**src/rtl/mem_ss_emif_csr_rsp.sv**
```systemverilog
// EMIF DFH CSR responder: DFH/capability/status reads, memory-subsystem reset sequencing and
// calibration tracking. Optional calibration timer at 0x20 built when MEM_SS_CAL_TIMER_EN is defined.
module mem_ss_emif_csr_rsp #(
  parameter int unsigned NUM_MEM_CH      = 4,
  parameter logic [11:0] FEAT_ID         = 12'h009,
  parameter logic [23:0] NEXT_DFH_OFFSET = 24'h001000,
  parameter logic        END_OF_LIST     = 1'b0,
  parameter int unsigned ACK_TIMEOUT     = 4096,
  parameter int unsigned RST_HOLD        = 16
) (
  input  logic                  clk,
  input  logic                  rst,
  input  logic                  csr_wr_valid,
  input  logic [7:0]            csr_wr_addr,
  input  logic [63:0]           csr_wr_data,
  input  logic                  csr_rd_valid,
  input  logic [7:0]            csr_rd_addr,
  output logic                  csr_rdata_valid,
  output logic [63:0]           csr_rdata,
  output logic                  mem_ss_rst_req,
  input  logic                  mem_ss_rst_ack_n,
  input  logic [NUM_MEM_CH-1:0] mem_cal_success,
  input  logic [NUM_MEM_CH-1:0] mem_cal_fail
);

  localparam int unsigned MaxCnt = (ACK_TIMEOUT > RST_HOLD) ? ACK_TIMEOUT : RST_HOLD;
  localparam int unsigned CntW   = $clog2(MaxCnt) + 1;

  typedef enum logic [2:0] {
    StRstHold, StWaitAck, StRelease, StWaitCal, StReady, StError
  } state_e;

  state_e                state_q;
  logic [CntW-1:0]       cnt_q;
  logic                  rst_req_q;
  logic                  cal_phase_q;
  logic                  ack_n_meta_q, ack_n_sync_q;
  logic [NUM_MEM_CH-1:0] success_meta_q, success_sync_q;
  logic [NUM_MEM_CH-1:0] fail_meta_q, fail_sync_q;
  logic                  restart;
  logic [63:0]           rd_data;
  logic                  unused_wr_data;

  assign unused_wr_data = ^csr_wr_data[63:1];
  assign restart        = csr_wr_valid && (csr_wr_addr == 8'h18) && csr_wr_data[0];
  assign mem_ss_rst_req = rst_req_q;

  always_ff @(posedge clk) begin
    if (rst) begin
      ack_n_meta_q   <= 1'b1;
      ack_n_sync_q   <= 1'b1;
      success_meta_q <= '0;
      success_sync_q <= '0;
      fail_meta_q    <= '0;
      fail_sync_q    <= '0;
    end else begin
      ack_n_meta_q   <= mem_ss_rst_ack_n;
      ack_n_sync_q   <= ack_n_meta_q;
      success_meta_q <= mem_cal_success;
      success_sync_q <= success_meta_q;
      fail_meta_q    <= mem_cal_fail;
      fail_sync_q    <= fail_meta_q;
    end
  end

  always_ff @(posedge clk) begin
    if (rst || restart) begin
      state_q     <= StRstHold;
      cnt_q       <= '0;
      rst_req_q   <= 1'b1;
      cal_phase_q <= 1'b0;
    end else begin
      unique case (state_q)
        StRstHold: begin
          if (cnt_q == CntW'(RST_HOLD - 1)) begin
            state_q <= StWaitAck;
            cnt_q   <= '0;
          end else if (cnt_q != '1) begin
            cnt_q <= cnt_q + 1'b1;
          end
        end
        StWaitAck: begin
          if (!ack_n_sync_q) begin
            state_q   <= StRelease;
            rst_req_q <= 1'b0;
            cnt_q     <= '0;
          end else if (cnt_q == CntW'(ACK_TIMEOUT - 1)) begin
            state_q   <= StError;
            rst_req_q <= 1'b0;
            cnt_q     <= '0;
          end else if (cnt_q != '1) begin
            cnt_q <= cnt_q + 1'b1;
          end
        end
        StRelease: begin
          state_q     <= StWaitCal;
          cal_phase_q <= 1'b1;
        end
        StWaitCal: begin
          // A failing channel outranks completion seen in the same cycle.
          if (|fail_sync_q)        state_q <= StError;
          else if (&success_sync_q) state_q <= StReady;
        end
        StReady, StError: ;
        default: state_q <= StError;
      endcase
    end
  end

`ifdef MEM_SS_CAL_TIMER_EN
  logic [31:0] cal_timer_q;

  always_ff @(posedge clk) begin
    if (rst || restart || (state_q == StRelease)) begin
      cal_timer_q <= '0;
    end else if ((state_q == StWaitCal) && (cal_timer_q != 32'hFFFF_FFFF)) begin
      cal_timer_q <= cal_timer_q + 32'd1;
    end
  end
`endif

  // Calibration bits are meaningful only once the subsystem has left reset in this sequence.
  logic cal_visible;
  assign cal_visible = (state_q == StWaitCal) || (state_q == StReady) ||
                       ((state_q == StError) && cal_phase_q);

  always_comb begin
    rd_data = '0;
    if (csr_rd_addr[2:0] == 3'b000) begin
      case (csr_rd_addr[7:3])
        5'd0: begin
          rd_data[63:60] = 4'h3;
          rd_data[40]    = END_OF_LIST;
          rd_data[39:16] = NEXT_DFH_OFFSET;
          rd_data[11:0]  = FEAT_ID;
        end
        5'd1: rd_data[NUM_MEM_CH-1:0] = '1;
        5'd2: begin
          if (cal_visible) begin
            rd_data[NUM_MEM_CH-1:0]  = success_sync_q;
            rd_data[16 +: NUM_MEM_CH] = fail_sync_q;
          end
          rd_data[62] = (state_q == StError);
          rd_data[63] = (state_q == StReady);
        end
        5'd3: rd_data[0] = rst_req_q;
`ifdef MEM_SS_CAL_TIMER_EN
        5'd4: rd_data[31:0] = cal_timer_q;
`endif
        default: rd_data = '0;
      endcase
    end
  end

  always_ff @(posedge clk) begin
    if (rst) begin
      csr_rdata_valid <= 1'b0;
      csr_rdata       <= '0;
    end else begin
      csr_rdata_valid <= csr_rd_valid;
      if (csr_rd_valid) csr_rdata <= rd_data;
    end
  end

endmodule

```
**config.mk**
```make
export PLATFORM = sky130hd
export DESIGN_NAME = mem_ss_emif_csr_rsp
export DESIGN_NICKNAME = d
export VERILOG_FILES = /design/src/rtl/mem_ss_emif_csr_rsp.sv
export SDC_FILE = /design/constraint.sdc
export NUM_CORES = 1
export LEC_CHECK = 0
export CAP_MARGIN = 25
export CORE_MARGIN = 2
export CORE_UTILIZATION = 32
export DETAILED_ROUTE_END_ITERATION = 10
export GPL_TIMING_DRIVEN = 0
export PLACE_DENSITY = 0.76
export SLEW_MARGIN = 0
export SYNTH_ARGS = -nofsm -noshare
export SYNTH_HDL_FRONTEND = slang
export SYNTH_SLANG_ARGS = --single-unit
```
**constraint.sdc**
```tcl
create_clock -name clk -period 1.7 [get_ports clk]
set_input_delay 0.34 -clock clk [delete_from_list [all_inputs] [get_ports clk]]
set_output_delay 0.34 -clock clk [all_outputs]
set_load 0.01 [all_outputs]
```
Yosys cells after proc, flatten, opt, wreduce, memory -nomap -nowiden:

Index checks and enable logic that the tools add are counted.

* bitwise logic cells: 1
* reductions and logical operators: 16
* $add $sub $neg: 1
* equality and inequality tests: 16
* muxes and demuxes: 22

Operator list (count)
* $mux W64: 1
* $mux W13: 4
* $pmux W13 S2: 1
* $mux W3: 5
* $pmux W3 S5: 1
* $add A13 B1 Y13 const B: 1
* $eq A13 B12 Y1 const B: 1
* $eq A13 B4 Y1 const B: 1
* $ne A13 B13 Y1 const B: 1
* $mux W4: 3
* $eq A5 B2 Y1 const B: 2
* $mux W9: 1
* $pmux W3 S3: 1
* $eq A8 B5 Y1 const B: 1
* $reduce_and A4 Y1: 2
* $eq A3 B2 Y1 const B: 2
* $eq A3 B3 Y1 const B: 2
* $logic_not A3 Y1: 2
* $ne A3 B3 Y1 const B: 2
* $eq A5 B1 Y1 const B: 1
* $logic_not A5 Y1: 1
* $mux W2: 2
* $reduce_or A2 Y1: 2
* $reduce_or A4 Y1: 1
* 10 further kinds: 15

* output and inout port bits: 66
* register bits: 101

Logic depth before layout (Yosys ltp):

* depth in word-level cells: 6
* depth in mapped cells: 7
* mapped depth without buffers: 6

Worst setup path before layout:

OpenSTA, ideal clock, no wires.

* path kind: reg-to-reg
* from: register cnt_q[0]
* to: register cnt_q[5]
* arrival: 1.627 ns
* period minus slack after synthesis: 1.742 ns
* setup time: 0.115 ns
* slack: -0.042 ns
* cell stages (with the launch flop): 7
* cell sequence: dfxtp_1 -> ha_1 -> nand4_1 -> nor4_1 -> nor3_1 -> xnor2_1 -> nor2_1

* word-level cells in the longest chain between the ends: 5

RTL lines
* from (decl): RTL line 34 `logic [CntW-1:0] cnt_q;`
* from (signal assigned): RTL line 79 `cnt_q <= cnt_q + 1'b1;`
* from (signal assigned): RTL line 92 `cnt_q <= cnt_q + 1'b1;`
* $add A13 B1 Y13 or $ne A13 B13 Y1 (tied branches)
* $mux W13: RTL line 78, 91
* $mux W13: RTL line 87 `end else if (cnt_q == CntW'(ACK_TIMEOUT - 1)) begin`
* $mux W13: RTL line 83 `if (!ack_n_sync_q) begin`
* $pmux W13 S2 *: RTL line 73 `unique case (state_q)`

Mark *: on every way between the ends. The rest lies on a longest branch, timed or not.
A chain may end at the register's enable or synchronous reset.

Worst setup path after layout:

* from: register state_q[1]
* to: register cnt_q[11]

* word-level cells in the longest chain between the ends: 2

RTL lines
* from (decl): RTL line 33 `state_e state_q;`
* from (signal assigned): RTL line 68 `state_q <= StRstHold;`
* from (signal assigned): RTL line 76 `state_q <= StWaitAck;`
* from (signal assigned): RTL line 84 `state_q <= StRelease;`
* $eq A3 B1 Y1 or $logic_not A3 Y1 (tied branches): RTL line 73
* $pmux W13 S2 or $reduce_bool A2 Y1 (tied branches)

Several ways; a longest one is shown, not always the timed one.

==> run metrics <==
Initial Util 0.330; max-cap viol count 0; Area Growth Syn to Fin 45.1%; CP Class flip-flop to flip-flop; initial antenna violation count 0; Compound-Gate Fraction of Synth Area 0.113; Min Clock Period, post-route roughly 1.7 ns; unrepaired setup endpoints after global routing yes; Worst path max stage delay 0.48 ns; setup_tns 0 ns; worst-case clock buffer depth 2; largest family of logic cells by synthesized area simple AND/OR/NAND/NOR gates; placed cell area about 3100 um^2; Root Buffer clkbuf_8; vias 1,999; status finished, final reports clean; ANT cells 0; total power approximately 2300 uW; Startpoint Class flip-flop; final setup vio count 0; reg2reg start state_q[1]; Ys Warns 0; Final GP Congestion 0.807; Slew Viols, Final 0; Final ANT Viol Nets 0; min-delay worst type flip-flop to flip-flop; period utilization 0.994; htree depth 2; Peak VDD IR 495 uV; CP max FO 8; CTS Buf Count 5; drt total wl between 5000 and 6000 um; fmax ~590 MHz; Die ar. between 8000 and 9000 um^2; Post-Syn Instances between 200 and 300; CP startpoint state_q[1]; Worst Hold Path Cells 1; Port Buffers 44; cell taking the most area after synthesis dfxtp_1; CP Capture Type flip-flop; CP max-delay cell or4_4; gr usage total 0.121; min-delay src ack_n_meta_q; post-synth cell types 49; gr ovfl total 0; Synth Flop Type dfxtp_1; post-synthesis async set-or-reset flop share 0; final hold vios 0; Post-Synth Simple-Gate Area 0.232; sequential area share after synthesis 0.404; vias in the first global route 1,818; clock transition at the registers of the reported paths approximately 0.08 ns; first-pass GRT wire length ~8100 um; clock sinks 48; Post-Synth XOR/XNOR Area 0.0405; CTS tree built; CP required roughly 1.9 ns; mux cell area share after synthesis 0.00842; post-synthesis register bit count 48; Syn Area/Cell approximately 9 um^2; DRC 0; share of cells above drive strength 1 0.291; Initial DRC Count ~150; Post-synth EDFFs 0; detailed-route vias per instance about 4.2; Synth Cell Area 2380 um^2; largest net degree at the start of global routing 17; main area contributors after synthesis dfxtp_1 40%, buf_4 17%, nor2_1 5.2%; WP data arrival about 1.9 ns; Leak 0.00153 uW; 1st-pass router iterations 4; # rows 31; Hold-fix buffers, CTS 0; Wirelength per Cell 10.8 um; HPWL Detailed approximately 3700 um; Pwr Density about 670 nW/um^2; R2R cell count 7; Core ar. slightly above 7000 um^2; Die Wd 90.2 um; Layout Cell Area excl Fill roughly 3500 um^2; nets ~470; Layout Skew between 0.007 and 0.008 ns; CP Cell Sequence buf_6 -> or2_1 -> buf_2 -> or4_4 -> nor2_2 -> xnor2_1 -> nor2_1; Adder-Cell Fraction of Synth Area 0.00526; boundary pin count 159; die height 90.2 um; top cell type's share of synthesized area 0.404; clock latency on the worst-skew pair around 0.30 ns
[synthesized netlist by cell type (3+ instances only)]
master	number
buf_4	54
dfxtp_1	48
nor2_1	33
nor2b_1	18
xnor2_1	10
nor3_1	9
nand2_1	8
inv_1	6
nor4_1	6
nand3_1	5
a21oi_1	4
a22oi_1	4
clkbuf_1	4
nand2b_1	4
nand4_1	3
or2_2	3
[cell type report]
class	instances	area (um^2)
buffer	61	448
clock buffer	5	68.8
clock inverter	3	46.3
fill	684	3760
inverter	6	22.5
multi-input combinational	197	1250
sequential	48	971
tap	99	124
timing repair buffer	55	523
[worst max-delay path, delay by kind of cell, from the launching register on]
kind / cells / cell delay [ns]
and+or+nand+nor: 4 / 0.85
DFF: 1 / 0.32
buffers and inverters: 2 / 0.30
xor gates and xnor gates: 1 / 0.12
[cells by family (layout without fill, tap and decap cells)]
group	count (synthesis)	after routing
xor+xnor	11	11
fa+ha+maj	1	1
compound gates	30	30
buf+inv	67	130
mux	2	2
other cells	1	51
simple gates	102	102
flops	48	48
[power by group]
part / switching (uW) / internal [uW] / leakage [uW]
registers: 14.9 / 1150 / 0.000395
clock network: 383 / 443 / 0.0000548
logic: 133 / 182 / 0.00108
[placed cells by master, fill, tap and decap left out, types with 2 or more instances in the layout]
cell | netlist | routed
a32oi_1 | 2 | 2
nor2_1 | 33 | 30
nor3_1 | 9 | 6
o211ai_1 | 2 | 2
buf_6 | 1 | 2
clkdlybuf4s50_1 | 0 | 44
nor4b_2 | 0 | 2
clkbuf_8 | 0 | 5
mux2i_1 | 2 | 2
a21oi_1 | 4 | 4
o41ai_4 | 2 | 2
dfxtp_2 | 0 | 8
nand2b_1 | 4 | 4
a22oi_1 | 4 | 4
or2_2 | 3 | 3
o21ai_0 | 2 | 2
xnor2_1 | 10 | 10
clkbuf_1 | 4 | 4
nor3_2 | 0 | 2
nand4_1 | 3 | 3
nand2_1 | 8 | 7
conb_1 | 1 | 51
buf_4 | 54 | 65
nor4_1 | 6 | 5
nor2b_1 | 18 | 18
a31oi_1 | 2 | 2
a222oi_1 | 2 | 2
dfxtp_1 | 48 | 40
inv_1 | 6 | 6
nor2_2 | 0 | 3
nand3_1 | 5 | 4
[sequential cells by signal, summed over array words and instances (netlist names)]
signal           count
mem_ss_rst_req       1
cnt_q               13
ack_n_sync_q         1
csr_rdata_valid      1
success_meta_q       4
ack_n_meta_q         1
fail_meta_q          4
cal_phase_q          1
fail_sync_q          4
success_sync_q       4
csr_rdata           11
state_q              3
[routing by layer]
layer | routed length [um] | part of all wire | GRT usage | vias to the layer above
met5 | 0 | 0 | 0 | -
met4 | 94 | 0.018 | 0.0474 | 0
met3 | 348 | 0.068 | 0.0277 | 8
met2 | 2570 | 0.50 | 0.225 | 90
met1 | 2110 | 0.41 | 0.132 | 885
li1 | - | - | - | 1016
[repair_timing]
action | 4_1_cts | 5_1_grt
endpoints found under the hold margin | 0 | 0
setup endpoints to repair | 22 | 26
pin swaps | 5 | 8
buffers inserted | 7 | 4
gates resized for setup | 8 | 20
[worst paths after layout]
| check | end | slack (ns) |
|---|---|---|
| hold / removal | ack_n_sync_q | 0.41 |
| setup reg to reg | cnt_q[11] | 0.01 |
| setup / recovery | cnt_q[11] | 0.01 |
| hold reg to reg | ack_n_sync_q | 0.41 |
[stage by stage]
stage	std cells	hold WS (ns)	utilization	worst slack, ns
floorplan	312	0.389	-	0.0115
global placement	455	0.391	0.436	-0.572
detailed placement	455	0.394	0.436	-0.602
CTS	470	0.414	0.464	-0.0559
global route	474	0.432	0.478	-0.123
finish	474	0.413	0.478	0.00954
Power figures use the tool's default switching activity.
